**config.mk**
```make
export PLATFORM = sky130hd
export DESIGN_NAME = cmp_arbiter
export DESIGN_NICKNAME = d
export VERILOG_FILES = /design/src/rtl/cmp_arbiter_pkg.sv /design/src/rtl/cmp_arbiter_cmp.sv /design/src/rtl/cmp_arbiter.sv
export SDC_FILE = /design/constraint.sdc
export NUM_CORES = 1
export LEC_CHECK = 0
export BUFFER_PORTS_ARGS = -buffer_cell sky130_fd_sc_hd__buf_2
export CAP_MARGIN = 20
export CELL_PAD_IN_SITES_DETAIL_PLACEMENT = 0
export CELL_PAD_IN_SITES_GLOBAL_PLACEMENT = 2
export CORE_ASPECT_RATIO = 0.5
export CORE_MARGIN = 2
export CORE_UTILIZATION = 21
export DETAILED_ROUTE_END_ITERATION = 7
export PLACE_DENSITY_LB_ADDON = 0.1
export SLEW_MARGIN = 30
export SYNTH_ARGS = -nofsm -noshare
export SYNTH_HDL_FRONTEND = slang
export SYNTH_SLANG_ARGS = --single-unit
```
**constraint.sdc**
```tcl
create_clock -name clk -period 4.9 [get_ports clk]
set_input_delay 0.98 -clock clk [delete_from_list [all_inputs] [get_ports clk]]
set_output_delay 0.98 -clock clk [all_outputs]
set_load 0.01 [all_outputs]
```
**src/rtl/cmp_arbiter_pkg.sv**
```systemverilog
// Shared definitions for the comparator and its arbiter: register width,
// comparison opcodes and the highest legal opcode value.
package cmp_arbiter_pkg;

  localparam int unsigned REG_LEN    = 32;
  localparam int unsigned CMP_OP_MAX = 5;

  typedef enum logic [2:0] {
    CMP_EQ  = 3'd0,
    CMP_NE  = 3'd1,
    CMP_LT  = 3'd2,
    CMP_GE  = 3'd3,
    CMP_LTU = 3'd4,
    CMP_GEU = 3'd5
  } cmp_op_e;

endpackage

```
**src/rtl/cmp_arbiter_cmp.sv**
```systemverilog
// Combinational comparator. Opcodes above CMP_OP_MAX produce 0.
module cmp
  import cmp_arbiter_pkg::*;
#(
  parameter int unsigned DATA_W = REG_LEN,
  parameter int unsigned OP_W   = 3
) (
  input  logic [DATA_W-1:0] a,
  input  logic [DATA_W-1:0] b,
  input  logic [OP_W-1:0]   op,
  output logic              res
);

  // Evaluate the selected relation; signed ops use two's complement.
  always_comb begin
    res = 1'b0;
    case (op)
      OP_W'(CMP_EQ):  res = (a == b);
      OP_W'(CMP_NE):  res = (a != b);
      OP_W'(CMP_LT):  res = ($signed(a) <  $signed(b));
      OP_W'(CMP_GE):  res = ($signed(a) >= $signed(b));
      OP_W'(CMP_LTU): res = (a <  b);
      OP_W'(CMP_GEU): res = (a >= b);
      default:        res = 1'b0;
    endcase
  end

endmodule

```
**src/rtl/cmp_arbiter.sv**
```systemverilog
// Round-robin arbiter sharing one comparator between branch resolution
// (requester 0) and the ALU SLT/SLTU path (requester 1). The 1-bit result
// is held in a single-entry response slot tagged with its owner.
module cmp_arbiter
  import cmp_arbiter_pkg::*;
#(
  parameter int unsigned DATA_W = REG_LEN,
  parameter int unsigned OP_W   = 3
) (
  input  logic              clk,
  input  logic              rst,
  input  logic              req0_valid,
  output logic              req0_ready,
  input  logic [DATA_W-1:0] req0_rs1,
  input  logic [DATA_W-1:0] req0_rs2,
  input  logic [OP_W-1:0]   req0_op,
  input  logic              req1_valid,
  output logic              req1_ready,
  input  logic [DATA_W-1:0] req1_rs1,
  input  logic [DATA_W-1:0] req1_rs2,
  input  logic [OP_W-1:0]   req1_op,
  output logic              rsp0_valid,
  input  logic              rsp0_ready,
  output logic              rsp1_valid,
  input  logic              rsp1_ready,
  output logic              rsp_b,
  output logic              rsp_illegal
);

  logic rsp0_valid_q, rsp0_valid_d;
  logic rsp1_valid_q, rsp1_valid_d;
  logic rsp_b_q, rsp_b_d;
  logic rsp_illegal_q, rsp_illegal_d;
  logic owner_q, owner_d;
  logic last_gnt_q, last_gnt_d;

  logic              grant;
  logic              full;
  logic              can_accept;
  logic              accept;
  logic [DATA_W-1:0] sel_rs1;
  logic [DATA_W-1:0] sel_rs2;
  logic [OP_W-1:0]   sel_op;
  logic              cmp_res;

  // Round-robin grant, slot availability and operand mux.
  always_comb begin
    grant = 1'b0;
    if (req0_valid && req1_valid) grant = ~last_gnt_q;
    else if (req1_valid)          grant = 1'b1;
    full       = rsp0_valid_q | rsp1_valid_q;
    can_accept = ~full | (~owner_q & rsp0_ready) | (owner_q & rsp1_ready);
    req0_ready = can_accept & ~grant & req0_valid;
    req1_ready = can_accept &  grant & req1_valid;
    accept     = req0_ready | req1_ready;
    sel_rs1    = grant ? req1_rs1 : req0_rs1;
    sel_rs2    = grant ? req1_rs2 : req0_rs2;
    sel_op     = grant ? req1_op  : req0_op;
  end

  cmp #(
    .DATA_W (DATA_W),
    .OP_W   (OP_W)
  ) u_cmp (
    .a   (sel_rs1),
    .b   (sel_rs2),
    .op  (sel_op),
    .res (cmp_res)
  );

  // Next slot contents: refill on accept, otherwise empty when the owner drains.
  always_comb begin
    rsp0_valid_d  = rsp0_valid_q;
    rsp1_valid_d  = rsp1_valid_q;
    rsp_b_d       = rsp_b_q;
    rsp_illegal_d = rsp_illegal_q;
    owner_d       = owner_q;
    last_gnt_d    = last_gnt_q;
    if (accept) begin
      rsp0_valid_d  = ~grant;
      rsp1_valid_d  =  grant;
      rsp_b_d       = cmp_res;
      rsp_illegal_d = (sel_op > OP_W'(CMP_OP_MAX));
      owner_d       = grant;
      last_gnt_d    = grant;
    end else if (full && can_accept) begin
      rsp0_valid_d = 1'b0;
      rsp1_valid_d = 1'b0;
    end
  end

  // Response slot and round-robin state registers.
  always_ff @(posedge clk or posedge rst) begin
    if (rst) begin
      rsp0_valid_q  <= 1'b0;
      rsp1_valid_q  <= 1'b0;
      rsp_b_q       <= 1'b0;
      rsp_illegal_q <= 1'b0;
      owner_q       <= 1'b0;
      last_gnt_q    <= 1'b1;
    end else begin
      rsp0_valid_q  <= rsp0_valid_d;
      rsp1_valid_q  <= rsp1_valid_d;
      rsp_b_q       <= rsp_b_d;
      rsp_illegal_q <= rsp_illegal_d;
      owner_q       <= owner_d;
      last_gnt_q    <= last_gnt_d;
    end
  end

  assign rsp0_valid  = rsp0_valid_q;
  assign rsp1_valid  = rsp1_valid_q;
  assign rsp_b       = rsp_b_q;
  assign rsp_illegal = rsp_illegal_q;

endmodule
```
# After elaboration in Yosys (flattened, before gate mapping)
# Index checks and enable logic that the tools add are counted.
# word_totals
ff_bits	6
wordCells	45
# op_classes
magnitude_cmp	5
eq_ne	7
n_mux	9
n_bitwise	14
n_reduce_logical	4
# op_table
operator	count
>= comparator 32 bit	2
< comparator 32 bit	2
2-to-1 mux 32 bit	2
== test 32 bit	1
inequality test 32 bit	1
bitwise AND 1 bit	6
== test 3 x 2 -> 1 bit, second input constant	2
== test 3 bit, second input constant	2
case mux 1 bit (6 select lines)	1
2-to-1 mux 1 bit	5
NOT 1 bit	4
OR 1 bit	4
== test 3 x 1 -> 1 bit, second input constant	1
> comparator 3 bit, second input constant	1
zero test 3 bit	1
2-to-1 mux 3 bit	1
logical AND 1 bit	2
nonzero test 2 bit	1

# Logic depth before layout (Yosys ltp)
# logic_depth
ltp_word	8
ltp_mapped	14

# Cells and area by module
# From an unflattened synthesis, not the netlist that was laid out.
# unflattened
hier_cells	227
hier_area_um2	2025.7
# by_module_without_submodules
module	instances	cells_per_inst	area_each_um2	seq_area_each_um2
cmp_arbiter	1	104	1114.8	151.4
cmp	1	123	910.9	0.0

# Least setup slack after synthesis
# Ideal clock, no wire load.
# synth_timing
path_type	input -> register
startpoint	in req1_valid
endpoint	reg rsp_b_q (netlist: rsp_b)
setup_ns	0.129
arrival_ns	3.372
setup_slack_ns	1.399
stages	13
cell_sequence	a21boi_0 clkbuf_1 buf_2 nand2_1 nand2_1 ha_1 nor2b_1 o211ai_2 a21oi_1 o311a_1 a2111oi_4 o2111a_1 a211oi_2
# synth_via
elab_chain_cells	6
# synth_rtl
item	line	text
start: declaration	cmp_arbiter.sv:17	input logic req1_valid,
parallel branches: the longest is 6 deep, another holds >= comparator 32 bit	n/a	
end signal: assignment	cmp_arbiter.sv:104	rsp_b_q <= rsp_b_d;
end: declaration	cmp_arbiter.sv:32	logic rsp_b_q, rsp_b_d;
# Several ways; the timed one is not identified.
# A chain may end at the register's enable or synchronous reset.

# Worst setup path in the final report
# layout_timing
startpoint	in req0_valid
endpoint	reg rsp_b_q (netlist: rsp_b)
# layout_via
elab_chain_cells	6
# layout_rtl
item	line	text
start: declaration	cmp_arbiter.sv:12	input logic req0_valid,
parallel branches: the longest is 6 deep, another holds >= comparator 32 bit	n/a	
# Several ways; the timed one is not identified.

==> impl_metrics.ini <==
[synth]
yosys_warnings = 0
synthTopCellsByCount = nand2_1, mux2i_1, ha_1
synth_seq_area_share = 0.08121
post-synth-top-count-cell = nand2_1
ys_async_sr_fraction = 1.000
ys_ff_latch = 6
synth-edff-count = 0
synthesis.instances = 268
synth_top_area_frac = 0.2154
syn_area_sq_um = 1864
synth_nets = 440
synth_ff_type = dfrtp_1
synth.distinct_cells = 42
syn_area_per_cell_sq_um = 6.956
yosysTopAreaCell = nand2_1
ys_top_cells_by_area = nand2_1, ha_1, mux2i_1

[worst_setup_path]
required_ns = 5.04
timing.rr.start = last_gnt_q
timing.rr.end = rsp_b
rr_worst_depth = 11
r2r_slack_ns = 1.50
critPathCaptureType = flop
endpoint = rsp_b
criticalPathCategory = in2reg
startpoint_type = input port
path_max_fanout = 50
startpoint = req0_valid
critPathArrivalTime_ns = 3.88

[timing]
finalCritPeriodShare = 0.7637
clock_skew_ns = 0.003672
final_max_slew_viol_count = 0
setup_tns_ns = 0
rsz0062_at_grt = no
slew_headroom = 0.4119
fin_crit_ns = 3.742
fmaxAchievable_ghz = 0.2672
tightest_slew_ns = 0.8799
hold_viol_final = 0
worst_slack_ns = 1.158
finalSetupViolCount = 0
worst_hold_slack_ns = 0.4953

[global_route]
grt-ovfl-total = 0
grt_pass1_vias = 2338
grt_first_pass_wirelength_mm = 10.05
antenna_found_initial = 0
grt_max_degree = 51
grt_usage = 0.1244

[cts]
clockRootBuffer = clkbuf_16
htreeDepth = 1
clk_pin_slew_ns = 0.03
cts_buffer_depth = 2
cts_tree = built
cts_setup_buffers = 0
cts_resized = 0
numCtsBuffers = 3
cts_hold_buffers = 0
cts_sinks = 6
clk_latency_ns = 0.23

[floorplan]
die-area_sq_um = 9693
pin_count = 146
rows = 24
start_util = 0.2148
core_area_sq_um = 8678
die_y_um = 70.63
fp.dieW_um = 137.3

[power]
max-vdd-ir-drop_mv = 0.1096
p_leak_nw = 1.660
power.density_nw_per_um2 = 259.9

[place]
dpl-instance-area_sq_um = 2708
gp_congestion = 0.7421
dp_hpwl_mm = 5.297
port_buffers = 145
dp_slack_ns = 0.9099

[finish]
drive_above_1_share = 0.3956
final_area_sq_um = 2786
fin_nets = 580
area_growth_pct = 49.46
n_antenna_cell = 0

[detailed_routing]
vias = 2273
firstDrtPassIters = 4
postRouteAntennaNets = 0
avgViaCountPerCell = 4.338
wirelength_mm = 6.084
drtIter0Drc = 51
wl_per_cell_um = 11.61
drc = 0

[status]
status = complete, no violations

[hold_path]
min_path_type = reg2reg

[flow_run]
maxCapViolCount = 0
==> power breakdown <==
group | switching [mW] | internal (mW)
Sequential | 0.0229 | 0.0769
Combinational | 0.264 | 0.225
Clock | 0.0272 | 0.108
Total | 0.314 | 0.410
==> layout by cell type, fill, tap and decap left out, types with 2 or more instances in the layout <==
master / n
buf_2: 145
nand2_1: 107
mux2i_1: 33
ha_1: 32
a21oi_1: 15
nor2_1: 8
o21ai_0: 7
nand4_1: 7
dfrtp_1: 5
inv_1: 4
nor3_1: 4
nand3_1: 3
a21o_1: 3
clkbuf_16: 3
o21ai_2: 2
nor2b_1: 2
buf_4: 2
==> cell families after synthesis <==
| kind of cell | count (synthesis) | share of synthesized area |
|---|---|---|
| and+or+nand+nor | 135 | 0.2940 |
| AOI/OAI and AO/OA | 43 | 0.1671 |
| muxes | 35 | 0.1973 |
| adders and majority gates | 32 | 0.2148 |
| buffers and inverters | 16 | 0.04093 |
| DFF | 6 | 0.08121 |
| xor gates and xnor gates | 1 | 0.004699 |
==> worst min-delay path by stage <==
stage	start	to	slack, ns	cells after the start
2_1_floorplan	owner_q	owner_q	0.47	1
3_3_place_gp	owner_q	owner_q	0.48	1
3_5_place_dp	owner_q	owner_q	0.50	1
4_1_cts	owner_q	owner_q	0.50	1
5_1_grt	owner_q	owner_q	0.53	1
6_report	owner_q	owner_q	0.50	1
==> through the flow <==
| stage | cells | util | total power [mW] |
|---|---|---|---|
| 2_1_floorplan | 268 | - | 0.4419 |
| 3_3_place_gp | 520 | 0.3120 | 0.5995 |
| 3_5_place_dp | 520 | 0.3120 | 0.5979 |
| 4_1_cts | 524 | 0.3211 | 0.7374 |
| 5_1_grt | 524 | 0.3211 | 0.8141 |
| 6_report | 524 | 0.3211 | 0.7242 |
==> state kept, by name, indices dropped and copies added, names as in the netlist <==
signal	cells
rsp1_valid	1
rsp_b	1
last_gnt_q	1
rsp_illegal	1
owner_q	1
rsp0_valid	1
==> final cells by class <==
type,count,area [sq um]
Sequential cell,6,151.4
Tap cell,117,146.4
Multi-Input combinational cell,246,1654
Timing Repair Buffer,147,740.7
Clock buffer,4,78.83
Inverter,4,15.01
Fill cell,978,5892
==> critical path: stages <==
cell	delay, ns
buf_2	0.16
a21bo_4	0.63
buf_4	0.40
mux2i_1	0.24
ha_1	0.26
a21o_1	0.18
nand3_1	0.08
a21oi_1	0.08
nor3_1	0.39
a221o_1	0.23
a21oi_2	0.04
a211oi_2	0.19
==> per-layer routing <==
layer / global-route usage / vias up / part of all wire
met5: 0 / - / 0
met4: 0.02291 / 0 / 0.0064
met3: 0.01362 / 4 / 0.075
met2: 0.2172 / 85 / 0.44
met1: 0.1673 / 959 / 0.48
li1: - / 1225 / -
No activity file was read; power rests on OpenSTA's default activity.
